--- src/rtl/polyshift_pkg.sv ---
// Shared types and helpers for the polyshift shifter pipeline.
// Optional zero flag: define POLYSHIFT_ZF_EN.
package polyshift_pkg;

    typedef enum logic [2:0] {
        LSR = 3'd0,
        ASR = 3'd1,
        ROR = 3'd2,
        RCR = 3'd3,
        LSL = 3'd4,
        ROL = 3'd5,
        RCL = 3'd6,
        RSV = 3'd7
    } shift_mode_t;

    function automatic logic is_left(shift_mode_t m);
        return (m == LSL) || (m == ROL) || (m == RCL);
    endfunction

    // Right-shift equivalent of a mode once the operand is bit-reversed.
    function automatic shift_mode_t to_right(shift_mode_t m);
        shift_mode_t r;
        r = m;
        unique case (m)
            LSL:     r = LSR;
            ROL:     r = ROR;
            RCL:     r = RCR;
            default: r = m;
        endcase
        return r;
    endfunction

endpackage

--- src/rtl/polyshift_if.sv ---
// Operation / result handshake bundle for polyshift_pipe.
// zf_o is present only with POLYSHIFT_ZF_EN.
interface polyshift_if #(
    parameter int WORD_WIDTH = 8
);
    import polyshift_pkg::*;

    logic                          valid_i;
    logic                          ready_o;
    shift_mode_t                   mode_i;
    logic [$clog2(WORD_WIDTH)-1:0] shift_size_i;
    logic [WORD_WIDTH-1:0]         data_i;
    logic                          cf_i;
    logic                          valid_o;
    logic                          ready_i;
    logic [WORD_WIDTH-1:0]         data_o;
    logic                          cf_o;
`ifdef POLYSHIFT_ZF_EN
    logic                          zf_o;
`endif

    modport slave (
        input  valid_i,
        output ready_o,
        input  mode_i,
        input  shift_size_i,
        input  data_i,
        input  cf_i,
        output valid_o,
        input  ready_i,
        output data_o,
        output cf_o
`ifdef POLYSHIFT_ZF_EN
        ,
        output zf_o
`endif
    );

    modport master (
        output valid_i,
        input  ready_o,
        output mode_i,
        output shift_size_i,
        output data_i,
        output cf_i,
        input  valid_o,
        output ready_i,
        input  data_o,
        input  cf_o
`ifdef POLYSHIFT_ZF_EN
        ,
        input  zf_o
`endif
    );

endinterface

--- src/rtl/polyshift_core.sv ---
// Combinational multi-mode shifter with carry-out.
// Left modes reuse the right shifter on a bit-reversed operand.
module polyshift_core
    import polyshift_pkg::*;
#(
    parameter int W = 8
) (
    input  shift_mode_t          mode_i,
    input  logic [$clog2(W)-1:0] size_i,
    input  logic [W-1:0]         data_i,
    input  logic                 cf_i,
    output logic [W-1:0]         data_o,
    output logic                 cf_o
);
    localparam int SW = $clog2(W);

    logic              left;
    shift_mode_t       rmode;
    logic [W-1:0]      din;
    logic [2*W-1:0]    wide;
    logic [W-1:0]      rres;
    logic [W-1:0]      rres_rev;

    assign left  = is_left(mode_i);
    assign rmode = to_right(mode_i);

    // Operand as seen by the right shifter
    always_comb begin
        din = data_i;
        if (left) begin
            for (int i = 0; i < W; i++) din[i] = data_i[W-1-i];
        end
    end

    // Right shift with mode-dependent fill; RCR rotates the W+1 bit {cf,data}
    always_comb begin
        wide = {{W{1'b0}}, din};
        rres = '0;
        unique case (rmode)
            ASR:     wide = {{W{din[W-1]}}, din};
            ROR:     wide = {din, din};
            default: wide = {{W{1'b0}}, din};
        endcase
        if (rmode == RCR)
            rres = W'({cf_i, din, cf_i, din} >> size_i);
        else
            rres = W'(wide >> size_i);
    end

    // Undo the operand reversal for left modes
    always_comb begin
        rres_rev = rres;
        for (int i = 0; i < W; i++) rres_rev[i] = rres[W-1-i];
    end

    // Select final result; zero shift and reserved mode pass through
    always_comb begin
        data_o = data_i;
        cf_o   = cf_i;
        if (mode_i != RSV && size_i != '0) begin
            data_o = left ? rres_rev : rres;
            cf_o   = din[size_i - SW'(1)];
        end
    end

endmodule

--- src/rtl/polyshift_pipe.sv ---
// Two-stage shifter pipeline with valid/ready handshakes.
// Define POLYSHIFT_ZF_EN to add the registered zero flag.
module polyshift_pipe
    import polyshift_pkg::*;
#(
    parameter int WORD_WIDTH = 8
) (
    input logic       clk_i,
    input logic       rst_i,
    polyshift_if.slave bus
);
    localparam int W  = WORD_WIDTH;
    localparam int SW = $clog2(W);

    logic           s1_valid;
    logic           s2_valid;
    logic           s1_adv;
    logic           s2_adv;
    shift_mode_t    s1_mode;
    logic [SW-1:0]  s1_size;
    logic [W-1:0]   s1_data;
    logic           s1_cf;
    logic [W-1:0]   core_data;
    logic           core_cf;
    logic [W-1:0]   s2_data;
    logic           s2_cf;

    assign s2_adv      = !s2_valid || bus.ready_i;
    assign s1_adv      = !s1_valid || s2_adv;
    assign bus.ready_o = s1_adv;
    assign bus.valid_o = s2_valid;
    assign bus.data_o  = s2_data;
    assign bus.cf_o    = s2_cf;

    polyshift_core #(.W(W)) u_core (
        .mode_i (s1_mode),
        .size_i (s1_size),
        .data_i (s1_data),
        .cf_i   (s1_cf),
        .data_o (core_data),
        .cf_o   (core_cf)
    );

    // S1: capture operation on accept
    always_ff @(posedge clk_i) begin
        if (rst_i) begin
            s1_valid <= 1'b0;
            s1_mode  <= LSR;
            s1_size  <= '0;
            s1_data  <= '0;
            s1_cf    <= 1'b0;
        end else if (s1_adv) begin
            s1_valid <= bus.valid_i;
            if (bus.valid_i) begin
                s1_mode <= bus.mode_i;
                s1_size <= bus.shift_size_i;
                s1_data <= bus.data_i;
                s1_cf   <= bus.cf_i;
            end
        end
    end

    // S2: register computed result, held while stalled
    always_ff @(posedge clk_i) begin
        if (rst_i) begin
            s2_valid <= 1'b0;
            s2_data  <= '0;
            s2_cf    <= 1'b0;
        end else if (s2_adv) begin
            s2_valid <= s1_valid;
            if (s1_valid) begin
                s2_data <= core_data;
                s2_cf   <= core_cf;
            end
        end
    end

`ifdef POLYSHIFT_ZF_EN
    logic s2_zf;

    assign bus.zf_o = s2_zf;

    // S2 zero flag tracks the registered result word only
    always_ff @(posedge clk_i) begin
        if (rst_i)
            s2_zf <= 1'b0;
        else if (s2_adv && s1_valid)
            s2_zf <= (core_data == '0);
    end
`endif

endmodule

--- src/flat_wrapper.sv ---
// flat-port wrapper written by rule: the top's interface ports become plain ports
module polyshift_pipe_flat import polyshift_pkg::*;
#(
    parameter int WORD_WIDTH = 8
)
  (clk_i, rst_i, bus_valid_i, bus_ready_o, bus_mode_i, bus_shift_size_i, bus_data_i, bus_cf_i, bus_valid_o, bus_ready_i, bus_data_o, bus_cf_o);
  polyshift_if #(.WORD_WIDTH(WORD_WIDTH)) bus_i ();
  input logic clk_i;
  input logic rst_i;
  input wire logic [$bits(bus_i.valid_i)-1:0] bus_valid_i;
  output wire logic [$bits(bus_i.ready_o)-1:0] bus_ready_o;
  input wire logic [$bits(bus_i.mode_i)-1:0] bus_mode_i;
  input wire logic [$bits(bus_i.shift_size_i)-1:0] bus_shift_size_i;
  input wire logic [$bits(bus_i.data_i)-1:0] bus_data_i;
  input wire logic [$bits(bus_i.cf_i)-1:0] bus_cf_i;
  output wire logic [$bits(bus_i.valid_o)-1:0] bus_valid_o;
  input wire logic [$bits(bus_i.ready_i)-1:0] bus_ready_i;
  output wire logic [$bits(bus_i.data_o)-1:0] bus_data_o;
  output wire logic [$bits(bus_i.cf_o)-1:0] bus_cf_o;
  assign bus_i.valid_i = bus_valid_i;
  assign bus_ready_o = bus_i.ready_o;
  assign bus_i.mode_i = bus_mode_i;
  assign bus_i.shift_size_i = bus_shift_size_i;
  assign bus_i.data_i = bus_data_i;
  assign bus_i.cf_i = bus_cf_i;
  assign bus_valid_o = bus_i.valid_o;
  assign bus_i.ready_i = bus_ready_i;
  assign bus_data_o = bus_i.data_o;
  assign bus_cf_o = bus_i.cf_o;
  polyshift_pipe #(.WORD_WIDTH(WORD_WIDTH)) u_core (.clk_i(clk_i), .rst_i(rst_i), .bus(bus_i));
endmodule
--- config.mk ---
export PLATFORM = sky130hd
export DESIGN_NAME = polyshift_pipe_flat
export DESIGN_NICKNAME = d
export VERILOG_FILES = /design/src/rtl/polyshift_pkg.sv /design/src/rtl/polyshift_if.sv /design/src/rtl/polyshift_core.sv /design/src/rtl/polyshift_pipe.sv /design/src/flat_wrapper.sv
export SDC_FILE = /design/constraint.sdc
export NUM_CORES = 1
export LEC_CHECK = 0
export ABC_AREA = 1
export CAP_MARGIN = 10
export CELL_PAD_IN_SITES_DETAIL_PLACEMENT = 0
export CELL_PAD_IN_SITES_GLOBAL_PLACEMENT = 1
export CORE_MARGIN = 2
export CORE_UTILIZATION = 44
export CTS_CLUSTER_SIZE = 14
export DETAILED_ROUTE_END_ITERATION = 12
export DONT_BUFFER_PORTS = 1
export GPL_ROUTABILITY_DRIVEN = 0
export PLACE_DENSITY = 0.9
export SYNTH_ARGS = -nofsm -noshare
export SYNTH_HDL_FRONTEND = slang
export SYNTH_SLANG_ARGS = --single-unit
--- constraint.sdc ---
create_clock -name clk_i -period 1.95 [get_ports clk_i]
set_input_delay 0.39 -clock clk_i [delete_from_list [all_inputs] [get_ports clk_i]]
set_output_delay 0.39 -clock clk_i [all_outputs]
set_load 0.02 [all_outputs]
Word-level counts from Yosys, hierarchy flattened
Cells that the tools add are included.
Widths: inputs -> output; s select.
{"block": "op_classes", "n_reduce_logical": 10, "add_sub_neg": 1, "n_lt_le_gt_ge": 1, "eq_ne": 7, "muxes": 9, "shifts": 2}
{"op": "$mux 8", "count": 4}
{"op": "$pmux 16 s2", "count": 1}
{"op": "$shr 18x3->8", "count": 1}
{"op": "$shr 16x3->8", "count": 1}
{"op": "$eq 3x3->1 const B", "count": 3}
{"op": "$pmux 3 s3", "count": 1}
{"op": "$eq 3x2->1 const B", "count": 2}
{"op": "$logic_or 1x1->1", "count": 4}
{"op": "$lt 3x4->1 const B", "count": 1}
{"op": "$reduce_and 2->1", "count": 2}
{"op": "$bmux 1 s3", "count": 1}
{"op": "$eq 3x1->1 const B", "count": 1}
{"op": "$ne 3x3->1 const B", "count": 1}
{"op": "$reduce_bool 3->1", "count": 1}
{"op": "$sub 3x1->3 const B", "count": 1}
{"op": "$logic_not 1->1", "count": 2}
{"op": "$mux 1", "count": 2}
{"op": "$logic_and 1x1->1", "count": 1}
{"block": "totals", "input_bits": 19, "out_inout_bits": 11, "register_bits": 26, "word_cells": 38}

Logic depth before layout (Yosys ltp)
{"block": "depth", "word_depth": 9, "ltp_mapped": 13, "mapped_depth_nobuf": 13}

Hierarchy
A second synthesis with hierarchy kept.
{"block": "hier_totals", "cells_unflattened": 354, "area_unflattened_um2": 2117.0}
{"module": "polyshift_pipe", "area_per_inst_um2": 1139.8, "seq_area_each_um2": 520.5, "cells_each": 155, "instances": 1}
{"module": "polyshift_core", "area_per_inst_um2": 977.2, "seq_area_each_um2": 0.0, "cells_each": 199, "instances": 1}

Worst setup path before layout
OpenSTA, ideal clock, no wires.
{"block": "synth_path", "kind": "register to register", "start": "reg u_core.s1_size[1]", "end": "reg u_core.s2_cf, in the netlist u_core.bus.cf_o", "stages_incl_launch_ff": 9, "arrival_ps": 1596, "slack_ps": 231, "path_cell_list": "dfxtp_1 -> inv_1 -> clkbuf_8 -> ha_1 -> inv_1 -> o21ai_2 -> clkinv_1 -> o211ai_1 -> a21oi_1"}
{"block": "synth_between", "elab_chain_len": 4, "elab_cells_between_ends": 6, "cone_classes": "add/sub: 1; mux: 3; reduce/logical: 2"}
{"element": "start, declared", "line": "polyshift_pipe.sv:20", "rtl": "logic [SW-1:0] s1_size;"}
{"element": "start signal, assigned", "line": "polyshift_pipe.sv:56", "rtl": "s1_size <= bus.shift_size_i;"}
{"element": "$sub 3x1->3", "line": "polyshift_core.sv:62", "rtl": "cf_o = din[size_i - SW'(1)];"}
{"element": "$bmux 1 s3", "line": "polyshift_core.sv:62"}
{"element": "$mux 1 (implied by the code)", "line": "polyshift_core.sv:62"}
{"element": "$mux 1 *", "line": "polyshift_core.sv:60", "rtl": "if (mode_i != RSV && size_i != '0) begin"}
{"element": "end signal, assigned", "line": "polyshift_pipe.sv:73", "rtl": "s2_cf <= core_cf;"}
{"element": "end, declared", "line": "polyshift_pipe.sv:26", "rtl": "logic s2_cf;"}
Mark *: on every way between the ends. The rest lies on a longest branch, timed or not. The select of a mux whose other input is x is not followed.
A chain may end at the register's enable or synchronous reset.

Worst setup path in the final report
{"block": "layout_path", "start": "reg u_core.s1_size[0]", "end": "reg u_core.s2_cf, in the netlist u_core.bus.cf_o"}
The elaborated chain is that of the path after synthesis.

==> flow_metrics.env <==
export IMPL_preCtsSetupSlack_ns=0.03273
export IMPL_r2r_end="u_core.bus.cf_o"
export IMPL_finalHoldViolations=0
export IMPL_min_to="u_core.bus.cf_o"
export IMPL_fp_dieH_um=69.29
export IMPL_antenna_found_initial=0
export IMPL_yosysWarnings=0
export IMPL_cp_end_kind="flop"
export IMPL_pwr_share_seq_pct=47.2
export IMPL_hold_class="input port to flop"
export IMPL_grt_overflow_total=0
export IMPL_start_util_pct=46.22
export IMPL_whs_path_depth=1
export IMPL_antennaDiodeCount=0
export IMPL_synth_top_family_by_area="simple AND/OR/NAND/NOR gates"
export IMPL_fillers=427
export IMPL_yosysUniqueCellTypes=26
export IMPL_dp_cells=332
export IMPL_cts_tree="yes"
export IMPL_htreeDepth=1
export IMPL_finalWirelength_um=4947
export IMPL_post_route_period_util_pct=91.21
export IMPL_worst_slew_pin_slew_ns=0.5351
export IMPL_core_rowCount=23
export IMPL_swShare_pct=36.79
export IMPL_p_clk_share_pct=22.3
export IMPL_synth_area_per_cell_um2=6.512
export IMPL_skew_ns=0.001637
export IMPL_seq_area_frac_synth_pct=27.75
export IMPL_finalSetupViolations=0
export IMPL_cts_root_buffer="clkbuf_8"
export IMPL_synth_seq_cells=26
export IMPL_cts_buffer_depth=2
export IMPL_drive_gt1_share_pct=12.28
export IMPL_area_growth_pct=3.068
export IMPL_nets=308
export IMPL_synth_mux_area_share_pct=0
export IMPL_final_common_cell="nand3_1"
export IMPL_cap_violations=0
export IMPL_grt_pass1_vias=1752
export IMPL_wl_per_cell_um=14.77
export IMPL_first_iter_violations=103
export IMPL_dp_hpwl_um=3871
export IMPL_fmax_mhz=562.3
export IMPL_power_density_nw_per_um2=698.9
export IMPL_die_w_um=69.29
export IMPL_r2r_start="u_core.s1_size[0]"
export IMPL_drv_slew=0
export IMPL_cts_buffers=3
export IMPL_cts_sinks=26
export IMPL_synth_xor_area_share_pct=0.4670
export IMPL_synth_edf_count=0
export IMPL_path_class="flop to flop"
export IMPL_cp_max_fo=10
export IMPL_clk_insertion_delay_late_ns=0.27
export IMPL_ff2ff_path_depth=7
export IMPL_required_ns=2.11
export IMPL_power_report_internal_total_uw=854.0
export IMPL_p_comb_share_pct=30.5
export IMPL_final_min_clock_period_ns=1.779
export IMPL_timing_final_ws_setup_ns=0.1715
export IMPL_grt_max_degree=24
export IMPL_grt_pass1_wl_um=8493
export IMPL_core_area_um2=4058
export IMPL_dieArea_um2=4801
export IMPL_yosys_area_share_simple_pct=41.36
export IMPL_cts_setup_buffers=0
export IMPL_drtAntennaViolNets=0
export IMPL_final_cell_mix="nand3_1 (68), nand2_1 (61), o21ai_0 (26), dfxtp_1 (23), a21oi_1 (22)"
export IMPL_vias=1930
export IMPL_setup_worst_path_start_class="flop"
export IMPL_clk_pin_slew_ns=0.08
export IMPL_drc_errors=0
export IMPL_synth_adder_area_share_pct=1.334
export IMPL_dr_pass1_iters=6
export IMPL_synth_compound_area_share_pct=19.01
export IMPL_portBuffers=0
export IMPL_ir_worst_vdd_mv=0.4967
export IMPL_stdcell_count=335
export IMPL_io_pins=30
export IMPL_synth_cells=288
export IMPL_yosys_most_used_dff="dfxtp_1"
export IMPL_vias_per_cell=5.761
export IMPL_gr_usage_all_layers_pct=21.19
export IMPL_leakage_uw=0.0008454
export IMPL_min_from="rst_i"
export IMPL_status="completed"
export IMPL_syn_area_um2=1876
export IMPL_p_switching_uw=497.0
export IMPL_max_slew_margin_pct=64.29
export IMPL_r2r_slack_ns=0.17
export IMPL_synth_fp_nets=309
export IMPL_cp_data_arrival_time_ns=1.94
export IMPL_async_reset_ff_share_pct=0
==> critical path: stages, from the launching register on <==
cell      delay (ns)
dfxtp_1         0.32
clkinv_1        0.10
ha_1            0.15
inv_1           0.04
o21ai_2         0.30
clkinv_1        0.36
o211ai_1        0.30
a21oi_1         0.09
==> kinds of logic after synthesis <==
logic type	after synthesis
AOI/OAI and AO/OA	62
xor gates and xnor gates	1
buffers and inverters	31
DFF	26
adders and majority gates	2
and+or+nand+nor	166
==> flip-flops by register name (all words and copies together), names as in the netlist <==
| register | flops |
|---|---|
| u_core.bus.cf_o | 1 |
| u_core.bus.data_o | 8 |
| u_core.bus.valid_o | 1 |
| u_core.s1_cf | 1 |
| u_core.s1_data | 8 |
| u_core.s1_mode | 3 |
| u_core.s1_size | 3 |
| u_core.s1_valid | 1 |
==> worst max path at each step <==
stage | startpoint | endpoint | slack, ns
after floorplan | u_core.s1_size[1] | u_core.bus.cf_o | 0.23
final | u_core.s1_size[0] | u_core.bus.cf_o | 0.17
after detailed placement | u_core.s1_mode[1] | u_core.bus.data_o[3] | 0.03
after global placement | u_core.s1_mode[1] | u_core.bus.data_o[3] | 0.10
after global routing | u_core.s1_mode[1] | u_core.bus.data_o[1] | -0.003
after CTS | u_core.s1_mode[1] | u_core.bus.data_o[3] | 0.03
==> synthesized netlist by cell type, types with 5 or more instances <==
master | count | area share (%)
nand3_1 | 68 | 18
inv_1 | 10 | 2.0
o211ai_1 | 8 | 3.2
o21ai_0 | 26 | 6.9
nand2_2 | 5 | 1.7
nor2_1 | 20 | 4.0
dfxtp_1 | 26 | 28
nand2_1 | 62 | 12
a21oi_1 | 22 | 5.9
==> what timing repair did <==
action / 4_1_cts / 5_1_grt
endpoints found under the setup margin: 0 / 8
gates resized for setup: 0 / 6
hold endpoints to repair: 0 / 0
hold buffers: 0 / 0
==> cell type report <==
cell class                      instances  area, um^2  area share [%]
Sequential cell                        26       524.3           27.12
Inverter                               18       67.56           3.495
Clock buffer                            3       41.29           2.136
Timing Repair Buffer                    7       52.55           2.718
Tap cell                               50       62.56           3.236
Multi-Input combinational cell        231        1185           61.29
==> stage by stage <==
stage | instance area, um^2 | utilization (%) | power, uW | setup TNS, ns | hold WS [ns]
global placement | 1869 | 46.07 | 1048 | 0 | 0.4600
finish | 1933 | 47.64 | 1351 | 0 | 0.1717
CTS | 1911 | 47.09 | 1346 | 0 | 0.1686
global route | 1933 | 47.64 | 1443 | -0.002879 | 0.1623
detailed placement | 1869 | 46.07 | 1051 | 0 | 0.4615
floorplan | 1876 | - | 972.8 | 0 | 0.4572
==> routing by layer <==
metal / wire (um) / vias up / global-route usage, %
li1: - / 990 / -
met1: 2350 / 874 / 29.84
met2: 2259 / 57 / 33.87
met3: 251 / 9 / 2.326
met4: 85 / 0 / 6.754
met5: 0 / - / 0
==> power by group through the flow <==
stage / Sequential [uW] / Clock [uW] / Combinational (uW)
global placement: 648 / 0 / 400
floorplan: 629 / 0 / 344
global route: 643 / 330 / 469
CTS: 635 / 307 / 404
detailed placement: 648 / 0 / 403
finish: 638 / 301 / 412
No activity file was read; power rests on OpenSTA's default activity.
==> RTL edit, RTL diff (same settings) <==
`WORD_WIDTH` is set to 8 in 3 places; all go to 4.
--- a/src/rtl/polyshift_if.sv
+++ b/src/rtl/polyshift_if.sv
@@ -3,3 +3,3 @@
 interface polyshift_if #(
-    parameter int WORD_WIDTH = 8
+    parameter int WORD_WIDTH = 4
 );
--- a/src/rtl/polyshift_pipe.sv
+++ b/src/rtl/polyshift_pipe.sv
@@ -5,3 +5,3 @@
 #(
-    parameter int WORD_WIDTH = 8
+    parameter int WORD_WIDTH = 4
 ) (
--- a/src/flat_wrapper.sv
+++ b/src/flat_wrapper.sv
@@ -3,3 +3,3 @@
 #(
-    parameter int WORD_WIDTH = 8
+    parameter int WORD_WIDTH = 4
 )
Interface: changed (resized bus_data_i, bus_data_o and bus_shift_size_i); port bits go from 30 to 21. No check against the original RTL was run, so the function may have changed too.
==> RTL edit against the original RTL <==
- via count decreased by 45%
- critical path depth increased by 5
- area after synthesis decreased by 42%
- total power decreased by 42%
- sequential cell count decreased by 9
- first-iteration DRC count decreased by 84%
- largest power group unchanged
- sequential share of layout area increased by 3.4 points
- wire length decreased by 51%
- combinational power decreased by 54%
- critical endpoint is now u_core.bus.data_o[0]$_SDFFE_PP0P_
- setup slack improved by 0.083 ns
- design area decreased by 42%
- worst hold slack got worse by 0.011 ns
==> RTL edit: results (changes against the original RTL) <==
M1 GR Usage: 23.20% (-6.6 points)
WHS: 0.1608 ns (-0.01088 ns)
Root buffer cell: clkbuf_4
# nets final: 178 (-42%)
IR drop worst, VDD: 0.0004655 V (-6.3%)
R2R Path Start: u_core.s1_mode[2]$_SDFFE_PP0P_
R2R setup slack: 0.25 ns (+0.08 ns)
Cells after synthesis: 161 (-44%)
First-pass GRT wire length: 3981 µm (-53%)
Routing usage on met2: 33.74% (-0.12 points)
Met2 WL post-DR: 1192 µm (-47%)
Number of global-route vias before repair: 999 (-43%)
Vias: 1,063 (-45%)
Clock Skew: 0.002969 ns (+0.001332 ns)
CP max stage delay: 0.57 ns (+0.21 ns)
R2R cell count: 12 (+5)
Tot GR Track Use: 19.12% (-2.1 points)
Max FO, Critical Path: 12 (+2)
Post-synth top cells: nand2_1 (38), nand3_1 (20), dfxtp_1 (17), a21oi_1 (15), o21ai_0 (15)
M1 WL: 1111 µm (-53%)
Iteration-0 DRC Markers: 16 (-84%)
Run status: finished, final reports clean
Slew margin rel.: 73.07% (+8.8 points)
DP HPWL: 1941 µm (-50%)
Worst-Skew Late Latency: 0.29 ns (+0.02 ns)
Post-Synth Adder-Cell Area: 1.159% (-0.18 points)
DP Area: 0.001087 mm² (-42%)
Synth unique cells: 21 (-19%)
Largest net degree at the start of global routing: 16 (-33%)
WHS Endpoint: u_core.bus.valid_o$_SDFFE_PP0P_
Fillcell total: 230 (-46%)
Register area share after synthesis: 31.52% (+3.8 points)
RTL edit: cell families after synthesis:
family | Yosys count
AO/OA/AOI/OAI | 36
adder cells (fa/ha/maj) | 1
buffers and inverters | 20
flip-flops | 17
AND/OR/NAND/NOR | 87
RTL edit: final cells by class:
cell class	count	area share, %
inverter	16	5.393
multi-input combinational	124	57.87
timing repair buffer	1	0.6742
sequential	17	30.56
tap	28	3.146
clock buffer	4	2.360
RTL edit: worst max-delay path by stage:
| stage | cells past startpoint | slack (ns) | startpoint | endpoint |
|---|---|---|---|---|
| after detailed placement | 10 | 0.29 | u_core.s1_mode[2]$_SDFFE_PP0P_ | u_core.bus.data_o[2]$_SDFFE_PP0P_ |
| after global routing | 12 | 0.03 | u_core.s1_mode[2]$_SDFFE_PP0P_ | u_core.bus.data_o[1]$_SDFFE_PP0P_ |
| final | 12 | 0.25 | u_core.s1_mode[2]$_SDFFE_PP0P_ | u_core.bus.data_o[0]$_SDFFE_PP0P_ |
| after floorplan | 5 | 0.49 | u_core.bus.valid_o$_SDFFE_PP0P_ | u_core.s1_cf$_SDFFE_PP0P_ |
| after CTS | 10 | 0.27 | u_core.s1_mode[2]$_SDFFE_PP0P_ | u_core.bus.data_o[2]$_SDFFE_PP0P_ |
| after global placement | 12 | 0.33 | u_core.s1_mode[2]$_SDFFE_PP0P_ | u_core.bus.data_o[2]$_SDFFE_PP0P_ |
RTL edit: power breakdown:
group          leakage (µW)  total (µW)  switching, µW  internal (µW)
Combinational      0.000356         188            122           65.3
Sequential         0.000141         416           44.0            372
Clock             0.0000150         180            101           79.5
Total              0.000512         785            267            517
